--- config.mk ---
export PLATFORM = sky130hd
export DESIGN_NAME = value_register_bank
export DESIGN_NICKNAME = d
export VERILOG_FILES = /design/src/rtl/value_regs_pkg.sv /design/src/rtl/value_register_bank_sat_counter.sv /design/src/rtl/value_register_bank.sv
export SDC_FILE = /design/constraint.sdc
export NUM_CORES = 1
export LEC_CHECK = 0
export ABC_AREA = 1
export ABC_CLOCK_PERIOD_IN_PS = 2000
export CAP_MARGIN = 20
export CORE_MARGIN = 2
export CORE_UTILIZATION = 40
export CTS_CLUSTER_SIZE = 28
export DETAILED_ROUTE_END_ITERATION = 7
export GPL_ROUTABILITY_DRIVEN = 0
export PLACE_DENSITY = 0.79
export SYNTH_ARGS = -nofsm -noshare
export SYNTH_HDL_FRONTEND = slang
export SYNTH_HIERARCHICAL = 1
export SYNTH_SLANG_ARGS = --single-unit
--- constraint.sdc ---
create_clock -name clk -period 2 [get_ports clk]
set_input_delay 0.2 -clock clk [delete_from_list [all_inputs] [get_ports clk]]
set_output_delay 0.2 -clock clk [all_outputs]
set_load 0.03 [all_outputs]
--- src/rtl/value_regs_pkg.sv ---
// ============================================================================
// Module : value_regs_pkg
// Brief  : Bit positions and 16-bit register types for the value register bank.
// Rev    : 1.0  initial release
// ============================================================================
`default_nettype none

package value_regs_pkg;

    localparam int unsigned c_ST_RX_READY  = 0;
    localparam int unsigned c_ST_BO_THRESH = 1;
    localparam int unsigned c_ST_RX_ACTIVE = 8;
    localparam int unsigned c_ST_TX_ACTIVE = 9;

    localparam int unsigned c_ER_RX = 0;
    localparam int unsigned c_ER_TX = 8;

    typedef logic [15:0] status_t;
    typedef logic [15:0] error_t;

endpackage : value_regs_pkg

`default_nettype wire

--- src/rtl/value_register_bank_sat_counter.sv ---
// ============================================================================
// Module : sat_counter
// Brief  : Saturating up-counter with synchronous clear; an increment in the
//          same cycle as a clear leaves the count at one.
// Rev    : 1.0  initial release
// ============================================================================
`default_nettype none

module sat_counter #(
    parameter int WIDTH = 4
) (
    input  logic             clk,
    input  logic             nRst,
    input  logic             i_inc,
    input  logic             i_clr,
    output logic [WIDTH-1:0] o_count
);

    localparam logic [WIDTH-1:0] c_MAX = '1;
    localparam logic [WIDTH-1:0] c_ONE = WIDTH'(1);

    logic [WIDTH-1:0] r_count;

    always_ff @(posedge clk or negedge nRst) begin
        if (!nRst) begin
            r_count <= '0;
        end else if (i_inc) begin
            if (i_clr)
                r_count <= c_ONE;
            else if (r_count != c_MAX)
                r_count <= r_count + c_ONE;
        end else if (i_clr) begin
            r_count <= '0;
        end
    end

    assign o_count = r_count;

endmodule : sat_counter

`default_nettype wire

--- src/rtl/value_register_bank.sv ---
// ============================================================================
// Module : value_register_bank
// Brief  : AHB-visible status/error/occupancy/EHTS registers for the USB-AHB
//          bridge. Optional feature macro: STICKY_ERR_EN (sticky error bits).
// Rev    : 1.0  initial release
// ============================================================================
`default_nettype none

module value_register_bank
    import value_regs_pkg::*;
#(
    parameter int BO_WIDTH      = 7,
    parameter int EHTS_WIDTH    = 8,
    parameter int ERR_CNT_WIDTH = 4,
    parameter int BO_THRESH     = 48
) (
    input  logic                     clk,
    input  logic                     nRst,
    input  logic                     rxDataReady,
    input  logic                     rxTransferActive,
    input  logic                     txTransferActive,
    input  logic                     rxError,
    input  logic                     txError,
    input  logic [BO_WIDTH-1:0]      bufferOccupancy,
    input  logic [EHTS_WIDTH-1:0]    nextEHTSData,
    input  logic                     ehtsLoad,
    input  logic                     errClear,
    input  logic                     boMaxClear,
    input  logic [1:0]               irqEnable,
    output logic [15:0]              statusData,
    output logic [15:0]              errorData,
    output logic [7:0]               boData,
    output logic [7:0]               boMaxData,
    output logic [7:0]               ehtsData,
    output logic [ERR_CNT_WIDTH-1:0] rxErrCount,
    output logic [ERR_CNT_WIDTH-1:0] txErrCount,
    output logic                     irq
);

    localparam logic [BO_WIDTH-1:0] c_BO_THRESH = BO_WIDTH'(BO_THRESH);

    status_t               r_status;
    error_t                r_error;
    logic [BO_WIDTH-1:0]   r_bo;
    logic [BO_WIDTH-1:0]   r_bo_max;
    logic [EHTS_WIDTH-1:0] r_ehts;
    logic                  r_irq;

    status_t w_status_next;
    error_t  w_error_next;

    always_comb begin
        w_status_next                 = '0;
        w_status_next[c_ST_RX_READY]  = rxDataReady;
        w_status_next[c_ST_BO_THRESH] = (bufferOccupancy >= c_BO_THRESH);
        w_status_next[c_ST_RX_ACTIVE] = rxTransferActive;
        w_status_next[c_ST_TX_ACTIVE] = txTransferActive;
    end

    always_comb begin
        w_error_next = '0;
`ifdef STICKY_ERR_EN
        // A new error event in the clear cycle keeps its bit set.
        w_error_next[c_ER_RX] = rxError | (r_error[c_ER_RX] & ~errClear);
        w_error_next[c_ER_TX] = txError | (r_error[c_ER_TX] & ~errClear);
`else
        w_error_next[c_ER_RX] = rxError;
        w_error_next[c_ER_TX] = txError;
`endif
    end

    always_ff @(posedge clk or negedge nRst) begin
        if (!nRst) begin
            r_status <= '0;
            r_error  <= '0;
            r_bo     <= '0;
            r_bo_max <= '0;
            r_ehts   <= '0;
            r_irq    <= '0;
        end else begin
            r_status <= w_status_next;
            r_error  <= w_error_next;
            r_bo     <= bufferOccupancy;
            if (boMaxClear || (bufferOccupancy > r_bo_max))
                r_bo_max <= bufferOccupancy;
            if (ehtsLoad)
                r_ehts <= nextEHTSData;
            // Interrupt trails the registered status/error it reflects by one cycle.
            r_irq <= (irqEnable[0] & (|r_error)) |
                     (irqEnable[1] & r_status[c_ST_RX_READY]);
        end
    end

    sat_counter #(.WIDTH(ERR_CNT_WIDTH)) u_rx_cnt (
        .clk     (clk),
        .nRst    (nRst),
        .i_inc   (rxError),
        .i_clr   (errClear),
        .o_count (rxErrCount)
    );

    sat_counter #(.WIDTH(ERR_CNT_WIDTH)) u_tx_cnt (
        .clk     (clk),
        .nRst    (nRst),
        .i_inc   (txError),
        .i_clr   (errClear),
        .o_count (txErrCount)
    );

    assign statusData = r_status;
    assign errorData  = r_error;
    assign boData     = 8'(r_bo);
    assign boMaxData  = 8'(r_bo_max);
    assign ehtsData   = 8'(r_ehts);
    assign irq        = r_irq;

endmodule : value_register_bank

`default_nettype wire

==> flow_summary.json, run 1 <==
{
  "placed_cells_incl_taps": 300,
  "die_x_um": 72.2,
  "power_density_nw_per_um2": 900,
  "totalWireLength_mm": 3.66,
  "failed_checks": "hold timing",
  "rsz0062_at_grt": "no",
  "crit_path_max_fanout": 6,
  "slew_headroom_pct": 47.3,
  "layout_filler_cell_count": 415,
  "crit_chain": "clkdlybuf4s50_1",
  "total_drc_errors_in_the_routed_layout": 0,
  "grt_max_degree": 38,
  "crit_path_top_delay_cell": "sky130_fd_sc_hd__clkdlybuf4s50_1",
  "post_cts_resized": 0,
  "hold_viol_final": 4,
  "finalClockSkew_ns": 0.00445,
  "fin_worst_hold_slack_ns": -0.00313,
  "tritoncts_num_sinks": 37,
  "placementRows": 24,
  "p_int_w": 0.00158,
  "switching_share_pct": 31.8,
  "track_usage_pct": 14.5,
  "critPathLaunch": "u_rx_cnt/o_count[2]",
  "setup.worst_path.end_class": "output port",
  "power_switching_w": 0.000736,
  "count_of_max_cap_constraint_violations": 0,
  "cts-buffers-inserted": 5,
  "clock_latency_ns": 0.28,
  "first_global_vias": 1329,
  "synth-warning-count": 6,
  "path_buf_inv": 1,
  "worstPathArrival_ns": 1.43,
  "via_per_inst": 4.54,
  "ctsRootBufferMaster": "sky130_fd_sc_hd__clkbuf_8",
  "critPathTopFamily": "buffers and inverters",
  "cts_hold_buffers": 0,
  "cp-start-kind": "register",
  "timing.critical_path.slowest_cell_delay_ns": 0.71,
  "dp_hpwl_mm": 2.79,
  "worst_ir_drop_vdd_v": 0.000439,
  "cts_max_level": 2,
  "critical_path_class": "reg2out",
  "finalSetupTns_ns": 0,
  "r2r_start": "r_bo_max[6]",
  "detail_route.wl_per_cell_um": 11.9,
  "postCtsSetupBuffers": 0,
  "cp.required_ns": 1.80,
  "worst-r2r-cell-count": 10,
  "status": "complete, but fails checks",
  "overall_power_w": 0.00231,
  "nNetsFinal": 291,
  "firstDrtPassIters": 4,
  "area.growth.synth_to_final_pct": 38.2,
  "vertical_extent_of_the_die_um": 72.2,
  "seq_area_frac_synth_pct": 49.7,
  "cp.depth": 1,
  "n_antenna_cell": 0,
  "drive_above_1_share_pct": 12.5,
  "post_synth.cell_area_avg_sq_um": 9.96,
  "io_pins": 92,
  "period_share_pct": 81.7,
  "die_area_sq_um": 5220,
  "grt.overflow.total": 0,
  "cts_tree": "yes",
  "initialDrtViolationCount": 81,
  "synth_cell_types": 23,
  "synth_cells": 187,
  "final_period_minus_worst_setup_slack_ns": 1.63,
  "final_antenna_net_count": 0,
  "grt_antenna_before_repair": 0,
  "comb_power_share_pct": 29.6,
  "clock_share_of_power_pct": 32.6,
  "ys_seq_elements": 37,
  "timing.reg2reg.setup_slack_ns": 0.44,
  "setup_viol": 0,
  "power_leakage_nw": 1.25,
  "slew_viol_final": 0,
  "share_seq_of_total_power_pct": 37.8,
  "placeableCoreArea_sq_um": 4410,
  "via_count": 1397,
  "cts_buffer_depth": 2,
  "post_layout_instance_count_excluding_filler_cells": 308,
  "clock_transition_at_the_registers_of_the_reported_paths_ns": 0.07,
  "io_buffer_count": 63,
  "fmaxAchievable_mhz": 612,
  "grt_pass1_wl_mm": 5.85,
  "start_util_pct": 42.2,
  "timing_worst_slew_pin_value_ns": 0.791,
  "synth.cell_area_sq_um": 1860,
  "hp-class": "in2async"
}
==> routing by layer <==
metal / wire length (um) / share of wire [%] / global-route usage (%) / vias up
li1: - / - / - / 685
met1: 1560 / 43 / 17.4 / 649
met2: 1740 / 48 / 24.4 / 58
met3: 306 / 8.4 / 4.17 / 5
met4: 48 / 1.3 / 6.08 / 0
met5: 0 / 0 / 0 / -
==> logic make-up after synthesis <==
logic type | share of synthesized area (%)
mux | 4.84
fa+ha+maj | 6.05
other cells | 0.201
buf+inv | 15.6
compound gates | 4.23
flops | 49.7
simple gates | 19.4
==> worst reg2reg max path, delay by kind of cell, from the launching register on <==
kind	cells	cell delay, ns
buffers and inverters	2	0.12
AOI/OAI and AO/OA	1	0.14
and+or+nand+nor	6	0.51
adders and majority gates	1	0.30
DFF	1	0.39
==> power by group through the flow <==
stage	registers, W	logic (W)	clock network, W
global placement	0.000888	0.000676	0
floorplan	0.00103	0.000320	0
detailed placement	0.000890	0.000688	0
CTS	0.000876	0.000691	0.000778
global route	0.000886	0.000745	0.000809
finish	0.000874	0.000685	0.000755
==> registers in the layout (all words and copies together), names as in the netlist <==
| register | flops |
|---|---|
| ehtsData | 8 |
| errorData | 2 |
| irq | 1 |
| r_bo | 7 |
| r_bo_max | 7 |
| statusData | 4 |
| u_rx_cnt/o_count | 4 |
| u_tx_cnt/o_count | 4 |
==> stage by stage <==
| step | cell area, sq um | utilization [%] | setup WS, ns | hold slack (ns) |
|---|---|---|---|---|
| 3_3_place_gp | 2440 | 55.2 | 0.211 | 0.340 |
| 5_1_grt | 2570 | 58.3 | 0.254 | 0.0724 |
| 4_1_cts | 2570 | 58.3 | 0.345 | 0.0277 |
| 3_5_place_dp | 2440 | 55.2 | 0.158 | 0.337 |
| 6_report | 2570 | 58.3 | 0.366 | -0.00313 |
| 2_1_floorplan | 1960 | - | 0.402 | -0.0956 |
==> final cells by class <==
type / count / area, sq um / area share (%)
Sequential cell: 37 / 926 / 36.0
Inverter: 20 / 75.1 / 2.92
Multi-Input combinational cell: 128 / 747 / 29.0
Timing Repair Buffer: 63 / 626 / 24.3
Clock buffer: 5 / 68.8 / 2.68
Tap cell: 52 / 65.1 / 2.53
Clock inverter: 3 / 65.1 / 2.53
==> final timing paths <==
path / end
max: rxErrCount[2]
min: u_rx_cnt/o_count[3]
max reg2reg: r_bo_max[6]
min reg2reg: ehtsData[0]
max in group asynchronous: u_tx_cnt/o_count[0]
min in group clk: statusData[0]
==> cell usage in the layout (no fill, tap or decap) <==
master,netlist,layout
sky130_fd_sc_hd__clkdlybuf4s50_1,0,62
sky130_fd_sc_hd__nor2_4,1,1
sky130_fd_sc_hd__o21ai_1,2,2
sky130_fd_sc_hd__nand4_2,1,1
sky130_fd_sc_hd__nor2_1,2,2
sky130_fd_sc_hd__mux2_2,8,8
sky130_fd_sc_hd__conb_1,1,28
sky130_fd_sc_hd__buf_2,1,1
sky130_fd_sc_hd__nand2_4,2,2
sky130_fd_sc_hd__ha_1,9,9
sky130_fd_sc_hd__a21oi_1,3,3
sky130_fd_sc_hd__clkinv_2,0,1
sky130_fd_sc_hd__nand3_1,16,16
sky130_fd_sc_hd__or2_0,2,2
sky130_fd_sc_hd__inv_1,20,20
sky130_fd_sc_hd__nand2_2,6,6
sky130_fd_sc_hd__o21ai_0,1,1
sky130_fd_sc_hd__nand4_1,4,4
sky130_fd_sc_hd__clkbuf_8,0,5
sky130_fd_sc_hd__a21o_1,1,1
sky130_fd_sc_hd__o211ai_1,2,2
sky130_fd_sc_hd__nand2_1,35,35
sky130_fd_sc_hd__nand3_2,2,2
sky130_fd_sc_hd__a21oi_2,3,3
sky130_fd_sc_hd__bufinv_16,0,2
sky130_fd_sc_hd__dfrtp_1,37,37
==> Yosys cell counts <==
library cell,number,share of area [%]
sky130_fd_sc_hd__dfrtp_1,37,50
sky130_fd_sc_hd__nand2_1,35,7.1
sky130_fd_sc_hd__buf_4,28,11
sky130_fd_sc_hd__inv_1,20,4.0
sky130_fd_sc_hd__nand3_1,16,4.3
sky130_fd_sc_hd__ha_1,9,6.0
sky130_fd_sc_hd__mux2_2,8,4.8
sky130_fd_sc_hd__nand2_2,6,2.0
sky130_fd_sc_hd__nand4_1,4,1.3
sky130_fd_sc_hd__a21oi_1,3,0.81
sky130_fd_sc_hd__a21oi_2,3,1.4
sky130_fd_sc_hd__nand2_4,2,1.2
sky130_fd_sc_hd__nand3_2,2,1.1
sky130_fd_sc_hd__nor2_1,2,0.40
sky130_fd_sc_hd__o211ai_1,2,0.81
sky130_fd_sc_hd__o21ai_1,2,0.54
sky130_fd_sc_hd__or2_0,2,0.67
sky130_fd_sc_hd__a21o_1,1,0.40
sky130_fd_sc_hd__buf_2,1,0.27
sky130_fd_sc_hd__conb_1,1,0.20
sky130_fd_sc_hd__nand4_2,1,0.67
sky130_fd_sc_hd__nor2_4,1,0.60
sky130_fd_sc_hd__o21ai_0,1,0.27
No activity file was read; power rests on OpenSTA's default activity.
==> run 2, diff against run 1 <==
- ABC_CLOCK_PERIOD_IN_PS: 2000 -> 1400
- CORE_UTILIZATION: 40 -> 36
- PLACE_DENSITY: 0.79 -> 0.75
- clock period: 2 -> 1.4 ns (I/O delays scaled with it)
==> run 2 against run 1 <==
Against the previous run:
- register-to-register slack worse by 0.50 ns
- the run ends with setup timing left
- die area rose by 10%
- setup slack worse by 0.42 ns
- global-route usage down 0.40 points
- count of clock-buffer cells in the layout rose by 3
- sequential share of layout area is 2.5 points lower
- critical path type is now reg2reg
- core utilization down 3.1 points
==> flow_summary.json, run 2 (synthesized netlist as in run 1, its figures left out) <==
{
  "status": "complete, but fails checks",
  "failed_checks": "setup timing",
  "nNetsFinal": 312,
  "grt_pass1_wl_mm": 6.47,
  "count_of_max_cap_constraint_violations": 0,
  "worstHoldPathCells": 1,
  "fmaxAchievable_mhz": 686,
  "total_drc_errors_in_the_routed_layout": 0,
  "via_per_inst": 4.15,
  "cp.depth": 10,
  "critical_path_class": "reg2reg",
  "critical_path.reg2reg.endpoint": "r_bo_max[0]",
  "finalClockSkew_ns": 0.00429,
  "via_count": 1441,
  "critical_path.most_common_cell": "sky130_fd_sc_hd__nand2_2",
  "tritoncts_num_sinks": 37,
  "timing.critical_path.slowest_cell_delay_ns": 0.42,
  "clock_transition_at_the_registers_of_the_reported_paths_ns": 0.07,
  "die_area_sq_um": 5760,
  "post-route-worst-setup-slack_ns": -0.0578,
  "hold_viol_final": 0,
  "worst_hold_path.endpoint": "statusData[8]",
  "start_util_pct": 36.9,
  "placementRows": 26,
  "period_share_pct": 104,
  "cts_max_level": 2,
  "area.growth.synth_to_final_pct": 49.5,
  "die_x_um": 75.9,
  "track_usage_pct": 14.1,
  "layout.cells.most_common_list": "37 x sky130_fd_sc_hd__dlygate4sd2_1, 31 x sky130_fd_sc_hd__dfrtp_1, 28 x sky130_fd_sc_hd__conb_1, 26 x sky130_fd_sc_hd__nand2_1, 25 x sky130_fd_sc_hd__clkdlybuf4s50_1",
  "hold_start": "rxTransferActive",
  "grt_max_degree": 21,
  "critPathTopFamily": "simple AND/OR/NAND/NOR gates",
  "crit_chain": "inv_2 > ha_4 > nand2_2 > nand2_1 > a21oi_2 > nand2_2 > nand2_4 > nand2_8 > nand2_2 > nand2_2",
  "crit_path_max_fanout": 8,
  "worst_ir_drop_vdd_v": 0.000538,
  "rsz0062_at_grt": "yes",
  "final_antenna_net_count": 0,
  "cts-buffers-inserted": 5,
  "postCtsSetupBuffers": 0,
  "crit_path_top_delay_cell": "sky130_fd_sc_hd__dfrtp_2",
  "placed_cells_incl_taps": 338,
  "grt.overflow.total": 0,
  "ctsRootBufferMaster": "sky130_fd_sc_hd__clkbuf_8",
  "totalWireLength_mm": 3.91,
  "n_antenna_cell": 0,
  "largest_reg_flops": 8,
  "clock_latency_ns": 0.28,
  "post_layout_instance_count_excluding_filler_cells": 347,
  "grt_antenna_before_repair": 0,
  "timing.reg2reg.setup_slack_ns": -0.06,
  "power_leakage_nw": 1.40,
  "io_pins": 92,
  "setup_viol": 7,
  "placeableCoreArea_sq_um": 5040,
  "worstPathArrival_ns": 1.63,
  "hp-class": "in2reg",
  "r2r_start": "r_bo_max[4]",
  "cp.required_ns": 1.57,
  "detail_route.wl_per_cell_um": 11.3,
  "dp_hpwl_mm": 3.03,
  "first_global_vias": 1312,
  "drive_above_1_share_pct": 27.1,
  "cts_tree": "yes",
  "layout_filler_cell_count": 473,
  "worst-r2r-cell-count": 10,
  "finalSetupTns_ns": -0.344,
  "cts_buffer_depth": 2,
  "slew_viol_final": 0,
  "vertical_extent_of_the_die_um": 75.9,
  "initialDrtViolationCount": 47,
  "setup.worst_path.end_class": "register",
  "critPathLaunch": "r_bo_max[4]",
  "path_buf_inv": 1,
  "power_density_nw_per_um2": 1120,
  "io_buffer_count": 63,
  "firstDrtPassIters": 5,
  "cp-start-kind": "register",
  "final_period_minus_worst_setup_slack_ns": 1.46,
  "final_common_cell": "sky130_fd_sc_hd__dlygate4sd2_1"
}
-- run 2: layer usage --
layer	wire length (um)	vias up	global-route usage, %
met5	0	-	0
met4	51	0	6.55
met3	251	4	3.33
met2	1850	56	22.8
met1	1750	651	18.0
li1	-	730	-
-- run 2: power breakdown --
part / switching (W) / total, W / internal (W)
clock: 0.000349 / 0.000750 / 0.000401
sequential: 0.0000623 / 0.00124 / 0.00118
combinational: 0.000693 / 0.00114 / 0.000444
-- run 2: how the worst max path moves through the flow --
| stage | end | slack, ns |
|---|---|---|
| global placement | r_bo_max[3] | -0.26 |
| floorplan | r_bo_max[1] | -0.04 |
| global route | r_bo_max[6] | -0.14 |
| detailed placement | r_bo_max[4] | -0.30 |
| finish | r_bo_max[0] | -0.06 |
| CTS | r_bo_max[0] | -0.05 |
-- run 2: through the flow --
stage / instance area [sq um] / util [%] / power, W / setup WS [ns] / hold WS, ns
final: 2780 / 55.2 / 0.00313 / -0.0578 / 0.312
after global routing: 2780 / 55.2 / 0.00331 / -0.140 / 0.305
after CTS: 2750 / 54.6 / 0.00313 / -0.0484 / 0.302
after detailed placement: 2690 / 53.3 / 0.00242 / -0.299 / 0.102
after global placement: 2690 / 53.3 / 0.00240 / -0.258 / 0.108
after floorplan: 2030 / - / 0.00198 / -0.0437 / -0.156
-- run 2: area by class of cell --
class	count	area, sq um	area share [%]
timing repair buffer	84	752	27.0
tap	70	87.6	3.15
clock buffer	8	90.1	3.24
multi-input combinational	128	846	30.4
inverter	20	75.1	2.70
sequential	37	933	33.5
-- run 2: what timing repair did --
item | 4_1_cts | 5_1_grt
pin swaps | 10 | 6
endpoints found under the setup margin | 44 | 7
resized for setup | 41 | 10
hold endpoints to repair | 17 | 0
hold buffers | 1 | 0
==> edit (settings of run 2) <==
The parameter `BO_WIDTH` goes from 7 to 14.
--- a/src/rtl/value_register_bank.sv
+++ b/src/rtl/value_register_bank.sv
@@ -9,7 +9,7 @@
 module value_register_bank
     import value_regs_pkg::*;
 #(
-    parameter int BO_WIDTH      = 7,
+    parameter int BO_WIDTH      = 14,
     parameter int EHTS_WIDTH    = 8,
     parameter int ERR_CNT_WIDTH = 4,
     parameter int BO_THRESH     = 48
Ports: changed (resized bufferOccupancy); port bits go from 92 to 99. No check against the original RTL was run, so the function may have changed too.
==> edit against run 2 <==
- the run ends with design-rule violations, negative setup slack left
- maximum frequency fell by 20%
- final cell count rose by 27%
- sequential share of layout area fell by 1.3 points
- routed wire length rose by 41%
- non-clock buffer count rose by 19
- die area rose by 28%
- sequential cell count rose by 8
- total power rose by 27%
- synthesized area rose by 29%
- worst setup slack got worse by 0.37 ns
- cell area rose by 25%
- synthesized cell count rose by 41%
==> edit: results (changes against run 2) <==
| Metric | Value |
|---|---|
| Routed met2 length | `2.87 mm (+55%)` |
| Max IR drop VDD | `0.485 mV (-9.8%)` |
| Detailed placement HPWL | `4.02 mm (+32%)` |
| Failing checks | `design-rule violations, negative setup slack` |
| Placed cell count | `427 (+26%)` |
| Final setup viols | `14 (+7)` |
| Fin nets | `412 (+32%)` |
| WL final | `5.52 mm (+41%)` |
| Initial DRC Count | `137 (+190%)` |
| Leakage | `1.81 nW (+29%)` |
| Critical path's largest stage delay | `0.38 ns (-0.04 ns)` |
| DRT met1 WL | `2.23 mm (+27%)` |
| Post-synth top cells | `nand2_1 (66), dfrtp_1 (45), buf_4 (35), inv_1 (31), nand3_1 (24)` |
| GR Layer Usage met3 | `0.0241 (-0.00927)` |
| Post-synthesis sequential area ratio | `0.468 (-0.0295)` |
| Mean Syn Cell Area | `9.12 um2 (-8.4%)` |
| Top cells by area, synth | `dfrtp_1 (47%), buf_4 (11%), nand2_1 (10%), ha_1 (8.3%), nand3_1 (5.0%)` |
| Met3 Wirelength | `335 um (+33%)` |
| Pre-CTS WS | `-0.522 ns (-0.223 ns)` |
| Global-route total usage across every layer | `0.142 (+0.00116)` |
| CP arrival | `2.01 ns (+0.38 ns)` |
| Vias in the first global route | `1852 (+41%)` |
| M2 GR Usage | `0.256 (+0.0287)` |
| Vias | `2014 (+40%)` |
| TritonRoute pass-1 iters | `8 (+3)` |
| Worst Hold Slack | `0.284 ns (-0.0277 ns)` |
| CP max-delay cell | `dfrtp_1` |
| Outcome | `finished with violations` |
| Layout cells sized above 1 | `0.218 (-0.0531)` |
| DR DRC count | `5 (+5)` |
| Final WS setup | `-0.426 ns (-0.368 ns)` |
| Global-route wire length before repair | `8.33 mm (+29%)` |
| Clk_skew | `0.00314 ns (-0.00115 ns)` |
| Largest net degree at the start of global routing | `18 (-14%)` |
## edit: cell count changes after synthesis, moves of 3 or more
cell,delta
ha_1,+7
nand2_1,+31
inv_1,+11
nand3_1,+8
buf_4,+7
a21oi_1,+3
dfrtp_1,+8
## edit: path summary, 6_finish.rpt
path,startpoint,endpoint,cells after the start
min in group asynchronous,nRst,r_bo[7],2
max,r_bo_max[12],r_bo_max[8],12
min reg2reg,statusData[0],irq,2
min,rxTransferActive,statusData[8],1
max reg2reg,r_bo_max[12],r_bo_max[8],12
max in group asynchronous,nRst,ehtsData[5],3
## edit: layout make-up
cell class | instances | area (um2)
Multi-Input combinational cell | 176 | 1100
Inverter | 31 | 116
Timing Repair Buffer | 103 | 945
Tap cell | 77 | 96.3
Clock buffer | 6 | 72.6
Fill cell | 567 | 2930
Clock inverter | 2 | 38.8
Sequential cell | 45 | 1130
## edit: logic make-up (layout without fill, tap and decap cells)
kind of cell    after synthesis  in the layout  share of synthesized area
simple gates                112            113                      0.212
buf+inv                      69            142                      0.166
flops                        45             45                      0.468
fa+ha+maj                    16             16                     0.0832
compound gates               13             13                     0.0322
mux                           8              8                     0.0374
other cells                   1             26                    0.00156
## edit: power by group through the flow
stage / combinational [mW] / sequential (mW) / clock [mW]
after floorplan: 0.749 / 1.66 / 0
after CTS: 1.32 / 1.52 / 1.02
after detailed placement: 1.36 / 1.54 / 0
after global routing: 1.61 / 1.53 / 1.06
final: 1.48 / 1.52 / 0.975
after global placement: 1.33 / 1.54 / 0
## edit: repair_timing
action / CTS / global route
pin swaps: 0 / 8
hold endpoints to repair: 14 / 0
setup buffers: 0 / 2
cloned: 0 / 2
setup endpoints to repair: 53 / 14
hold buffers: 1 / 0
resized for setup: 46 / 17
